===== src/rtl/iter_alu.sv =====
`default_nettype none
// ============================================================================
// Module      : iter_alu
// Description : Registered ALU. Bitwise, shift, byte-half and add/sub ops
//               complete one cycle after issue. Multiply, multiply-high,
//               divide and remainder run on a WIDTH-step shift engine behind
//               a valid/ready handshake.
// Revision    : 1.0 - initial release
// ============================================================================
module iter_alu #(
   parameter int WIDTH   = 16,
   parameter int FLAGS_W = 16
) (
   input  logic               clock,
   input  logic               reset_n,
   input  logic               valid_in,
   input  logic [3:0]         op_code,
   input  logic [WIDTH-1:0]   source,
   input  logic [WIDTH-1:0]   destination,
   input  logic [FLAGS_W-1:0] flags,
   output logic               ready_out,
   output logic               valid_out,
   output logic [WIDTH-1:0]   result_out,
   output logic [FLAGS_W-1:0] flags_out,
   output logic               write_flags
);

   localparam int c_HALF  = WIDTH / 2;
   localparam int c_SH_W  = $clog2(WIDTH);
   localparam int c_CNT_W = $clog2(WIDTH);

   // Engine states
   localparam logic [1:0] c_IDLE = 2'd0;
   localparam logic [1:0] c_MUL  = 2'd1;
   localparam logic [1:0] c_DIV  = 2'd2;
   localparam logic [1:0] c_DONE = 2'd3;

   // Operation codes
   localparam logic [3:0] c_OP_COPY  = 4'h0;
   localparam logic [3:0] c_OP_AND   = 4'h1;
   localparam logic [3:0] c_OP_OR    = 4'h2;
   localparam logic [3:0] c_OP_XOR   = 4'h3;
   localparam logic [3:0] c_OP_NOT   = 4'h4;
   localparam logic [3:0] c_OP_SHL   = 4'h5;
   localparam logic [3:0] c_OP_SHR   = 4'h6;
   localparam logic [3:0] c_OP_SWAP  = 4'h7;
   localparam logic [3:0] c_OP_HIGH  = 4'h8;
   localparam logic [3:0] c_OP_LOW   = 4'h9;
   localparam logic [3:0] c_OP_ADD   = 4'hA;
   localparam logic [3:0] c_OP_SUB   = 4'hB;
   localparam logic [3:0] c_OP_MUL   = 4'hC;
   localparam logic [3:0] c_OP_DIV   = 4'hD;
   localparam logic [3:0] c_OP_REM   = 4'hE;
   localparam logic [3:0] c_OP_MULHI = 4'hF;

   // Control / engine registers
   logic [1:0]         r_state;
   logic [c_CNT_W-1:0] r_count;
   logic [3:0]         r_op;
   logic [FLAGS_W-1:5] r_flags_keep;
   // r_hi: multiply accumulator high half, or divide partial remainder.
   // r_lo: multiplier being shifted out / product low half, or dividend
   //       being shifted out / quotient being shifted in.
   logic [WIDTH:0]     r_hi;
   logic [WIDTH-1:0]   r_lo;
   logic [WIDTH-1:0]   r_opnd;

   // Output registers
   logic               r_valid;
   logic [WIDTH-1:0]   r_result;
   logic [FLAGS_W-1:0] r_flags_out;
   logic               r_write_flags;

   // Issue decode
   logic               w_accept;
   logic               w_is_multi;
   logic               w_is_divide;
   logic               w_div_zero;

   // Single-cycle datapath
   logic [WIDTH:0]     w_sum;
   logic [WIDTH:0]     w_diff;
   logic               w_shamt_big;
   logic [WIDTH-1:0]   w_sc_result;
   logic               w_sc_carry;
   logic               w_sc_ovf;
   logic               w_sc_err;

   // Iterative engine datapath
   logic [WIDTH:0]     w_mul_hi_add;
   logic [WIDTH:0]     w_mul_hi_nxt;
   logic [WIDTH-1:0]   w_mul_lo_nxt;
   logic [WIDTH:0]     w_div_shift;
   logic [WIDTH:0]     w_div_sub;
   logic               w_div_ge;
   logic [WIDTH:0]     w_div_hi_nxt;
   logic [WIDTH-1:0]   w_div_lo_nxt;
   logic [WIDTH:0]     w_hi_nxt;
   logic [WIDTH-1:0]   w_lo_nxt;
   logic [WIDTH-1:0]   w_eng_result;
   logic               w_eng_carry;

   // The low five flag bits are always regenerated, so the incoming copy is dead.
   logic               w_unused;
   assign w_unused = ^flags[4:0];

   // Builds the outgoing flags word: pass-through upper bits plus fresh status.
   function automatic logic [FLAGS_W-1:0] f_pack(
      input logic [FLAGS_W-1:5] keep,
      input logic [WIDTH-1:0]   res,
      input logic               carry,
      input logic               ovf,
      input logic               err
   );
      f_pack = {keep, err, ovf, carry, res[WIDTH-1], (res == '0)};
   endfunction

   // DONE also accepts, so a new op may issue in the same cycle a result leaves.
   assign ready_out   = (r_state == c_IDLE) || (r_state == c_DONE);
   assign w_accept    = valid_in && ready_out;
   assign w_is_multi  = (op_code == c_OP_MUL) || (op_code == c_OP_DIV) ||
                        (op_code == c_OP_REM) || (op_code == c_OP_MULHI);
   assign w_is_divide = (op_code == c_OP_DIV) || (op_code == c_OP_REM);
   // A zero divisor short-circuits to a one-cycle error result.
   assign w_div_zero  = w_is_divide && (source == '0);

   assign valid_out   = r_valid;
   assign result_out  = r_result;
   assign flags_out   = r_flags_out;
   assign write_flags = r_write_flags;

   // Single-cycle result, carry and overflow from the live issue operands.
   always_comb begin
      w_sum       = {1'b0, destination} + {1'b0, source};
      w_diff      = {1'b0, destination} - {1'b0, source};
      w_shamt_big = (source >= WIDTH'(WIDTH));
      w_sc_result = '0;
      w_sc_carry  = 1'b0;
      w_sc_ovf    = 1'b0;
      w_sc_err    = 1'b0;
      case (op_code)
         c_OP_COPY: w_sc_result = source;
         c_OP_AND:  w_sc_result = destination & source;
         c_OP_OR:   w_sc_result = destination | source;
         c_OP_XOR:  w_sc_result = destination ^ source;
         c_OP_NOT:  w_sc_result = ~source;
         c_OP_SHL: begin
            if (w_shamt_big) w_sc_result = '0;
            else             w_sc_result = destination << source[c_SH_W-1:0];
         end
         c_OP_SHR: begin
            if (w_shamt_big)
               w_sc_result = flags[8] ? {WIDTH{destination[WIDTH-1]}} : '0;
            else if (flags[8])
               w_sc_result = WIDTH'($signed(destination) >>> source[c_SH_W-1:0]);
            else
               w_sc_result = destination >> source[c_SH_W-1:0];
         end
         c_OP_SWAP: w_sc_result = {source[c_HALF-1:0], source[WIDTH-1:c_HALF]};
         c_OP_HIGH: w_sc_result = {source[WIDTH-1:c_HALF], {c_HALF{1'b0}}};
         c_OP_LOW:  w_sc_result = {{(WIDTH-c_HALF){1'b0}}, source[c_HALF-1:0]};
         c_OP_ADD: begin
            w_sc_result = w_sum[WIDTH-1:0];
            w_sc_carry  = w_sum[WIDTH];
            w_sc_ovf    = (destination[WIDTH-1] == source[WIDTH-1]) &&
                          (w_sum[WIDTH-1] != destination[WIDTH-1]);
         end
         c_OP_SUB: begin
            w_sc_result = w_diff[WIDTH-1:0];
            w_sc_carry  = w_diff[WIDTH];          // borrow: destination < source
            w_sc_ovf    = (destination[WIDTH-1] != source[WIDTH-1]) &&
                          (w_diff[WIDTH-1] != destination[WIDTH-1]);
         end
         // Divide ops only reach this path with a zero divisor.
         c_OP_DIV: begin
            w_sc_result = '1;
            w_sc_err    = 1'b1;
         end
         c_OP_REM: begin
            w_sc_result = destination;
            w_sc_err    = 1'b1;
         end
         default: ;
      endcase
   end

   // One shift-add multiply step and one restoring-divide step per cycle.
   always_comb begin
      w_mul_hi_add = r_lo[0] ? (r_hi + {1'b0, r_opnd}) : r_hi;
      w_mul_hi_nxt = {1'b0, w_mul_hi_add[WIDTH:1]};
      w_mul_lo_nxt = {w_mul_hi_add[0], r_lo[WIDTH-1:1]};

      w_div_shift  = {r_hi[WIDTH-1:0], r_lo[WIDTH-1]};
      w_div_sub    = w_div_shift - {1'b0, r_opnd};
      w_div_ge     = (w_div_shift >= {1'b0, r_opnd});
      w_div_hi_nxt = w_div_ge ? w_div_sub : w_div_shift;
      w_div_lo_nxt = {r_lo[WIDTH-2:0], w_div_ge};

      w_hi_nxt     = (r_state == c_MUL) ? w_mul_hi_nxt : w_div_hi_nxt;
      w_lo_nxt     = (r_state == c_MUL) ? w_mul_lo_nxt : w_div_lo_nxt;
   end

   // Final engine result, taken from the step that completes the iteration.
   always_comb begin
      w_eng_result = '0;
      w_eng_carry  = 1'b0;
      case (r_op)
         c_OP_MUL: begin
            w_eng_result = w_mul_lo_nxt;
            w_eng_carry  = |w_mul_hi_nxt[WIDTH-1:0];
         end
         c_OP_MULHI: begin
            w_eng_result = w_mul_hi_nxt[WIDTH-1:0];
            w_eng_carry  = |w_mul_hi_nxt[WIDTH-1:0];
         end
         c_OP_DIV: w_eng_result = w_div_lo_nxt;
         c_OP_REM: w_eng_result = w_div_hi_nxt[WIDTH-1:0];
         default: ;
      endcase
   end

   // Issue handling, engine sequencing and registered outputs.
   always_ff @(posedge clock) begin
      if (!reset_n) begin
         r_state       <= c_IDLE;
         r_count       <= '0;
         r_op          <= c_OP_COPY;
         r_flags_keep  <= '0;
         r_hi          <= '0;
         r_lo          <= '0;
         r_opnd        <= '0;
         r_valid       <= 1'b0;
         r_result      <= '0;
         r_flags_out   <= '0;
         r_write_flags <= 1'b0;
      end else begin
         r_valid <= 1'b0;
         case (r_state)
            c_IDLE, c_DONE: begin
               r_state <= c_IDLE;
               if (w_accept) begin
                  r_op         <= op_code;
                  r_flags_keep <= flags[FLAGS_W-1:5];
                  if (w_is_multi && !w_div_zero) begin
                     r_state <= w_is_divide ? c_DIV : c_MUL;
                     r_count <= c_CNT_W'(WIDTH - 1);
                     r_hi    <= '0;
                     // Multiply shifts the multiplier (source) out of r_lo;
                     // divide shifts the dividend (destination) out of r_lo.
                     r_lo    <= w_is_divide ? destination : source;
                     r_opnd  <= w_is_divide ? source : destination;
                  end else begin
                     r_valid       <= 1'b1;
                     r_result      <= w_sc_result;
                     r_flags_out   <= f_pack(flags[FLAGS_W-1:5], w_sc_result,
                                             w_sc_carry, w_sc_ovf, w_sc_err);
                     r_write_flags <= (op_code != c_OP_COPY);
                  end
               end
            end
            c_MUL, c_DIV: begin
               r_hi    <= w_hi_nxt;
               r_lo    <= w_lo_nxt;
               r_count <= r_count - 1'b1;
               if (r_count == '0) begin
                  r_state       <= c_DONE;
                  r_valid       <= 1'b1;
                  r_result      <= w_eng_result;
                  r_flags_out   <= f_pack(r_flags_keep, w_eng_result,
                                          w_eng_carry, 1'b0, 1'b0);
                  r_write_flags <= 1'b1;
               end
            end
            default: r_state <= c_IDLE;
         endcase
      end
   end

endmodule
`default_nettype wire


===== config.mk =====
export PLATFORM = sky130hd
export DESIGN_NAME = iter_alu
export DESIGN_NICKNAME = d
export VERILOG_FILES = /design/src/rtl/iter_alu.sv
export SDC_FILE = /design/constraint.sdc
export NUM_CORES = 1
export LEC_CHECK = 0
export BUFFER_PORTS_ARGS = -buffer_cell sky130_fd_sc_hd__buf_2
export CORE_MARGIN = 5
export CORE_UTILIZATION = 55
export CTS_CLUSTER_DIAMETER = 200
export CTS_CLUSTER_SIZE = 40
export DETAILED_ROUTE_END_ITERATION = 8
export PLACE_DENSITY = 0.77
export SETUP_SLACK_MARGIN = 0.2
export SYNTH_ARGS = -nofsm -noshare
export SYNTH_HDL_FRONTEND = slang
export SYNTH_SLANG_ARGS = --single-unit
export TNS_END_PERCENT = 50

===== constraint.sdc =====
create_clock -name clock -period 3.2 [get_ports clock]
set_input_delay 0.48 -clock clock [delete_from_list [all_inputs] [get_ports clock]]
set_output_delay 0.48 -clock clock [all_outputs]
set_load 0.01 [all_outputs]

* Yosys cells after proc, flatten, opt, wreduce, memory -nomap -nowiden
Cells that the tools add are included.
** Storage, ports and cells
- Register bits :: 104
- Input bits :: 55
- Output and inout port bits :: 35
** Operators by class
- Add/subtract/negate cells :: 5
- Order comparisons :: 2
- Equal/unequal tests :: 30
- Shift operators :: 3
- Mux-type cells :: 46
- Bitwise operators :: 4
- Reductions and logical operators :: 27
** Operator list (count)
- 16-bit two-way mux :: 15
- 16-bit case mux with 14 select lines :: 1
- 16-bit case mux with 2 select lines :: 3
- 17-bit two-way mux :: 5
- 16-bit case mux with 4 select lines :: 1
- 4-bit == test (second input constant) :: 12
- 16-bit zero test :: 3
- 17-bit case mux with 2 select lines :: 1
- 16-bit by 16-bit adder with 17-bit output :: 1
- 17-bit by 16-bit adder with 17-bit output :: 1
- 17-bit by 16-bit >= comparator with 1-bit output :: 1
- 16-bit by 16-bit subtractor with 17-bit output :: 1
- 17-bit by 16-bit subtractor with 17-bit output :: 1
- 16-bit AND :: 1
- 4-bit by 3-bit == test with 1-bit output (second input constant) :: 4
- 16-bit by 5-bit >= comparator with 1-bit output (second input constant) :: 1
- 16-bit NOT :: 1
- 16-bit bitwise OR :: 1
- 16-bit OR reduction :: 1
- 16-bit by 4-bit << shifter with 16-bit output :: 1
- 16-bit by 4-bit >> shifter with 16-bit output :: 1
- 16-bit by 4-bit >>> shifter with 16-bit output :: 1
- 16-bit XOR :: 1
- 4-bit by 2-bit == test with 1-bit output (second input constant) :: 2
- other kinds (22) :: 56

* Longest topological paths before layout
- Depth in word-level cells :: 8
- Mapped depth :: 14
- Gate-level depth less buffers :: 14

* Least setup slack after synthesis
Ideal clock, no wire load.
- Path kind :: input to register
- From :: input port destination[8]
- To :: register r_flags_out[0], in the netlist flags_out[0]
- Library setup time :: 0.125 ns
- Arrival time :: 3.187 ns
- Required time :: 3.075 ns
- Slack :: -0.112 ns
- Cell stages on the path :: 14
- Buffers on the path :: 2
- Path through :: clkbuf_1 inv_1 ha_1 clkbuf_1 nor2_1 a211oi_1 o31ai_1 a2111oi_0 nor2_1 o221a_2 o21a_1 and4_1 a32oi_1 o31ai_1
** On the way
- Cells in the longest elaborated chain, start to end :: 8
** Ends and longest elaborated chain
- start, declared :: line 19 : input logic [WIDTH-1:0] destination,
- parallel branches: the longest is 3 deep, another holds 16-bit by 16-bit subtractor with 17-bit output
- 16-bit case mux with 14 select lines (*) :: line 141 : case (op_code)
- 16-bit zero test (*) :: line 115 : f_pack = {keep, err, ovf, carry, res[WIDTH-1], (res == '0)};
- 16-bit two-way mux (*) :: line 244 : if (w_is_multi && !w_div_zero) begin
- 16-bit two-way mux (*) :: line 241 : if (w_accept) begin
- 16-bit case mux with 2 select lines (*) :: line 238 : case (r_state)
- end signal, assigned :: line 255 : r_flags_out <= f_pack(flags[FLAGS_W-1:5], w_sc_result,
- end signal, assigned :: line 269 : r_flags_out <= f_pack(r_flags_keep, w_eng_result,
- end, declared :: line 71 : logic [FLAGS_W-1:0] r_flags_out;
Every way passes the cells marked *. The select of a mux whose other input is x is not followed.
A chain may end at the register's enable or synchronous reset.

* Worst setup path in the final report
- From :: register r_hi[0]
- To :: register r_flags_out[0], in the netlist flags_out[0]
** On the way
- Cells in the longest elaborated chain, start to end :: 6
** Ends and longest elaborated chain
- start, declared :: line 64 : logic [WIDTH:0] r_hi;
- start signal, assigned :: line 262 : r_hi <= w_hi_nxt;
- 17-bit by 16-bit adder with 17-bit output (tied with other cells) :: line 189 : w_mul_hi_add = r_lo[0] ? (r_hi + {1'b0, r_opnd}) : r_hi;
- 17-bit two-way mux (on tied branches) :: line 189, 196
- 16-bit case mux with 4 select lines (*) :: line 207 : case (r_op)
- 16-bit zero test (*) :: line 115
- 16-bit two-way mux (*) :: line 265 : if (r_count == '0) begin
- 16-bit case mux with 2 select lines (*) :: line 238
Mark *: on every way between the ends. The rest lies on a longest branch, timed or not. The select of a mux whose other input is x is not followed.

==> impl_metrics.yaml <==
timing:
  rsz0062_at_grt: "yes"
  clock.fmax_ghz: 0.291
  min_period_over_period: 1.07
  finalClockSkew_ps: 15.1
  setup_viol: 5
  holdWs_ps: 366
  setup_slack_ps: -231
  slew_violations: 0
  relSlewSlack: 0.498
  fin_crit_ps: 3430
  worstMarginPinSlew_ps: 744
  timing_hold_violations_final: 0
logic_synthesis:
  async_reset_ff_frac: 0
  synth_seq_area_share: 0.163
  ys_ff_latch: 103
  postSynthCellCount: 1716
  synth-edff-count: 0
  syn_nets: 1864
  yosysUniqueCellTypes: 100
  synthesis.area_mm2: 0.0127
  synth_top_area_frac: 0.163
  synth_area_leaders: "dfxtp_1 (16%), ha_1 (8.8%), mux2i_1 (6.2%)"
  yosysWarnings: 0
  yosysTopAreaCell: "dfxtp_1"
  synthFlopType: "dfxtp_1"
  syn_avg_cell_area_um2: 7.38
clocking:
  insertion_delay_ps: 360
  clock_sinks: 103
  cts_tree: "built"
  cts_root_buffer: "clkbuf_16"
  clk_pin_slew_ps: 90
  cts_buffers: 9
  cts_max_level: 3
  postCtsHoldBufs: 0
  clk_path_buf_depth: 2
grt:
  grt_pass1_vias: 15240
  grt_pass1_wl_mm: 88.3
  grt_max_degree: 53
  grt_antenna_before_repair: 0
  grt_usage: 0.429
  grt-ovfl-total: 0
cells_and_area:
  antenna_cells: 0
  layout-drive-gt1-share: 0.320
  postLayoutCoreUtil: 0.738
  layout_common_cells: "buf_4 (343), nor2_1 (165), nand2_1 (162)"
  nets: 2185
  n_fill_cell: 1709
  final_common_cell: "buf_4"
  fin_cells: 2327
  area_delta_synth_final_pct: 32.0
critical_path:
  required_ps: 3470
  crit_buf_inv: 1
  critPathTopFamily: "compound AO/OA/AOI/OAI gates"
  max_stage_delay_ps: 560
  cp.arrival_ps: 3700
  crit_path_start_kind: "flip-flop"
  worst-path-max-fanout: 4
  slowest_stage: "or4_4"
  worstSetupEndpointType: "flip-flop"
  cpMostUsedCell: "o31ai_2"
  crit_type: "reg -> reg"
  cp_cell_sequence: "ha_4, inv_2, fa_2, nor2b_2, o31a_1, a21oi_2, and4bb_2, o31ai_2, xor2_1, mux2i_1, o221ai_2, or4_4, o31ai_2"
detailed_routing:
  wl_per_cell_um: 25.6
  wirelength_mm: 59.5
  vias: 16198
  drc: 0
  final_antenna_net_count: 0
  drtIter0Drc: 2302
  viasPerCell: 6.96
  dr.pass1.iters: 8
power_and_ir_drop:
  power_switching_mw: 3.06
  p_sw_frac: 0.446
  comb_power_share: 0.605
  p_per_area_mw_per_mm2: 410
  p_seq_frac: 0.228
  p_clk_frac: 0.167
  p_leak_nw: 7.07
  p_total_mw: 6.85
  vdd_drop_max_uv: 370
  intPower_mw: 3.79
floorplanning:
  die_w_um: 162
  die_area_mm2: 0.0262
  io_pins: 90
  rows: 55
  chipHeight_um: 162
  coreArea_mm2: 0.0226
  initial_utilization: 0.559
status:
  violations: "negative setup slack"
  status: "finished, violations left"
job:
  drv_cap: 0
place:
  dp_hpwl_mm: 45.3
  place.gp.congestion: 1.09
  place_inst: 2299
  port_buffers: 84
  place_ws_ps: -445
hold_path:
  hold_path_class: "in -> reg"
==> cells by family (layout without fill, tap and decap cells) <==
group | Yosys count | in the layout | synth area share
compound gates | 588 | 588 | 0.307
xor+xnor | 34 | 34 | 0.0235
fa+ha+maj | 93 | 93 | 0.0942
buf+inv | 221 | 547 | 0.0764
flops | 103 | 103 | 0.163
mux | 119 | 119 | 0.122
simple gates | 558 | 558 | 0.215
==> power by group through the flow <==
stage	logic (mW)	clock network [mW]	registers, mW
2_1_floorplan	2.12	0	1.55
6_report	4.14	1.14	1.56
3_3_place_gp	3.53	0	1.56
3_5_place_dp	3.59	0	1.57
5_1_grt	4.36	1.18	1.57
4_1_cts	3.76	1.13	1.54
==> flip-flops by register name, summed over array words and instances (netlist names) <==
register / cells
r_op: 4
r_opnd: 16
r_state: 2
result_out: 15
valid_out: 1
flags_out: 16
r_count: 4
r_lo: 16
write_flags: 1
r_hi: 17
r_flags_keep: 11
==> metrics by stage <==
| stage | area, um2 | setup TNS, ps |
|---|---|---|
| floorplan | 12700 | 0 |
| global placement | 15600 | -2680 |
| detailed placement | 15600 | -3230 |
| CTS | 16200 | -94.5 |
| global route | 16700 | -1100 |
| finish | 16700 | -472 |
==> final timing paths <==
path | slack (ps) | from | end | cells after the start
worst max-delay path | -230 | r_hi[0] | flags_out[0] | 13
worst min-delay path | 370 | flags[7] | r_flags_keep[7] | 3
worst max register to register | -230 | r_hi[0] | flags_out[0] | 13
worst min register to register | 460 | result_out[7] | result_out[7] | 2
==> metal layers <==
| layer | wire length, um | global-route usage | up-vias | part of all wire |
|---|---|---|---|---|
| li1 | - | - | 7027 | - |
| met2 | 26700 | 0.699 | 1225 | 0.45 |
| met1 | 21300 | 0.513 | 7586 | 0.36 |
| met4 | 5310 | 0.286 | 0 | 0.089 |
| met3 | 6210 | 0.0837 | 360 | 0.10 |
| met5 | 0 | 0 | - | 0 |
==> timing repair <==
| item | CTS | global route |
|---|---|---|
| gates cloned | 0 | 0 |
| buffers inserted | 6 | 6 |
| setup endpoints to repair | 18 | 27 |
| resized for setup | 70 | 86 |
| pin swaps | 25 | 42 |
==> cells in the mapped netlist (all sizes together) (6+ instances only) <==
master	number
a2111oi	6
a211oi	75
a21o	18
a21oi	148
a221oi	16
a22o	6
a22oi	19
a2bb2oi	6
a31oi	19
a32oi	8
and2	16
and3	15
and4	8
buf	20
clkbuf	115
dfxtp	103
ha	89
inv	80
mux2	15
mux2i	78
mux4	26
nand2	163
nand2b	15
nand3	31
nand4	9
nor2	169
nor2b	20
nor3	43
nor3b	7
nor4	16
o211ai	27
o21a	12
o21ai	111
o21bai	9
o221ai	6
o22ai	23
o311ai	6
o31ai	19
or2	6
or3	16
or4	6
xnor2	24
xor2	10
==> layout make-up <==
type / instances / area [um2] / share of cell area
multi-input combinational: 1392 / 10400 / 0.620
clock inverter: 7 / 86.3 / 0.00517
clock buffer: 9 / 225 / 0.0135
sequential: 103 / 2080 / 0.124
timing repair buffer: 446 / 3290 / 0.197
inverter: 85 / 324 / 0.0194
tap: 285 / 357 / 0.0213
==> worst register-to-register path: cells and delay by family, from the launching register on <==
family	cells	cell delay [ps]
compound gates	5	1020
flops	1	360
fa+ha+maj	2	530
simple gates	3	990
buf+inv	1	40
xor+xnor	1	140
mux	1	270
Note: power is estimated with default switching activity, not from simulation.
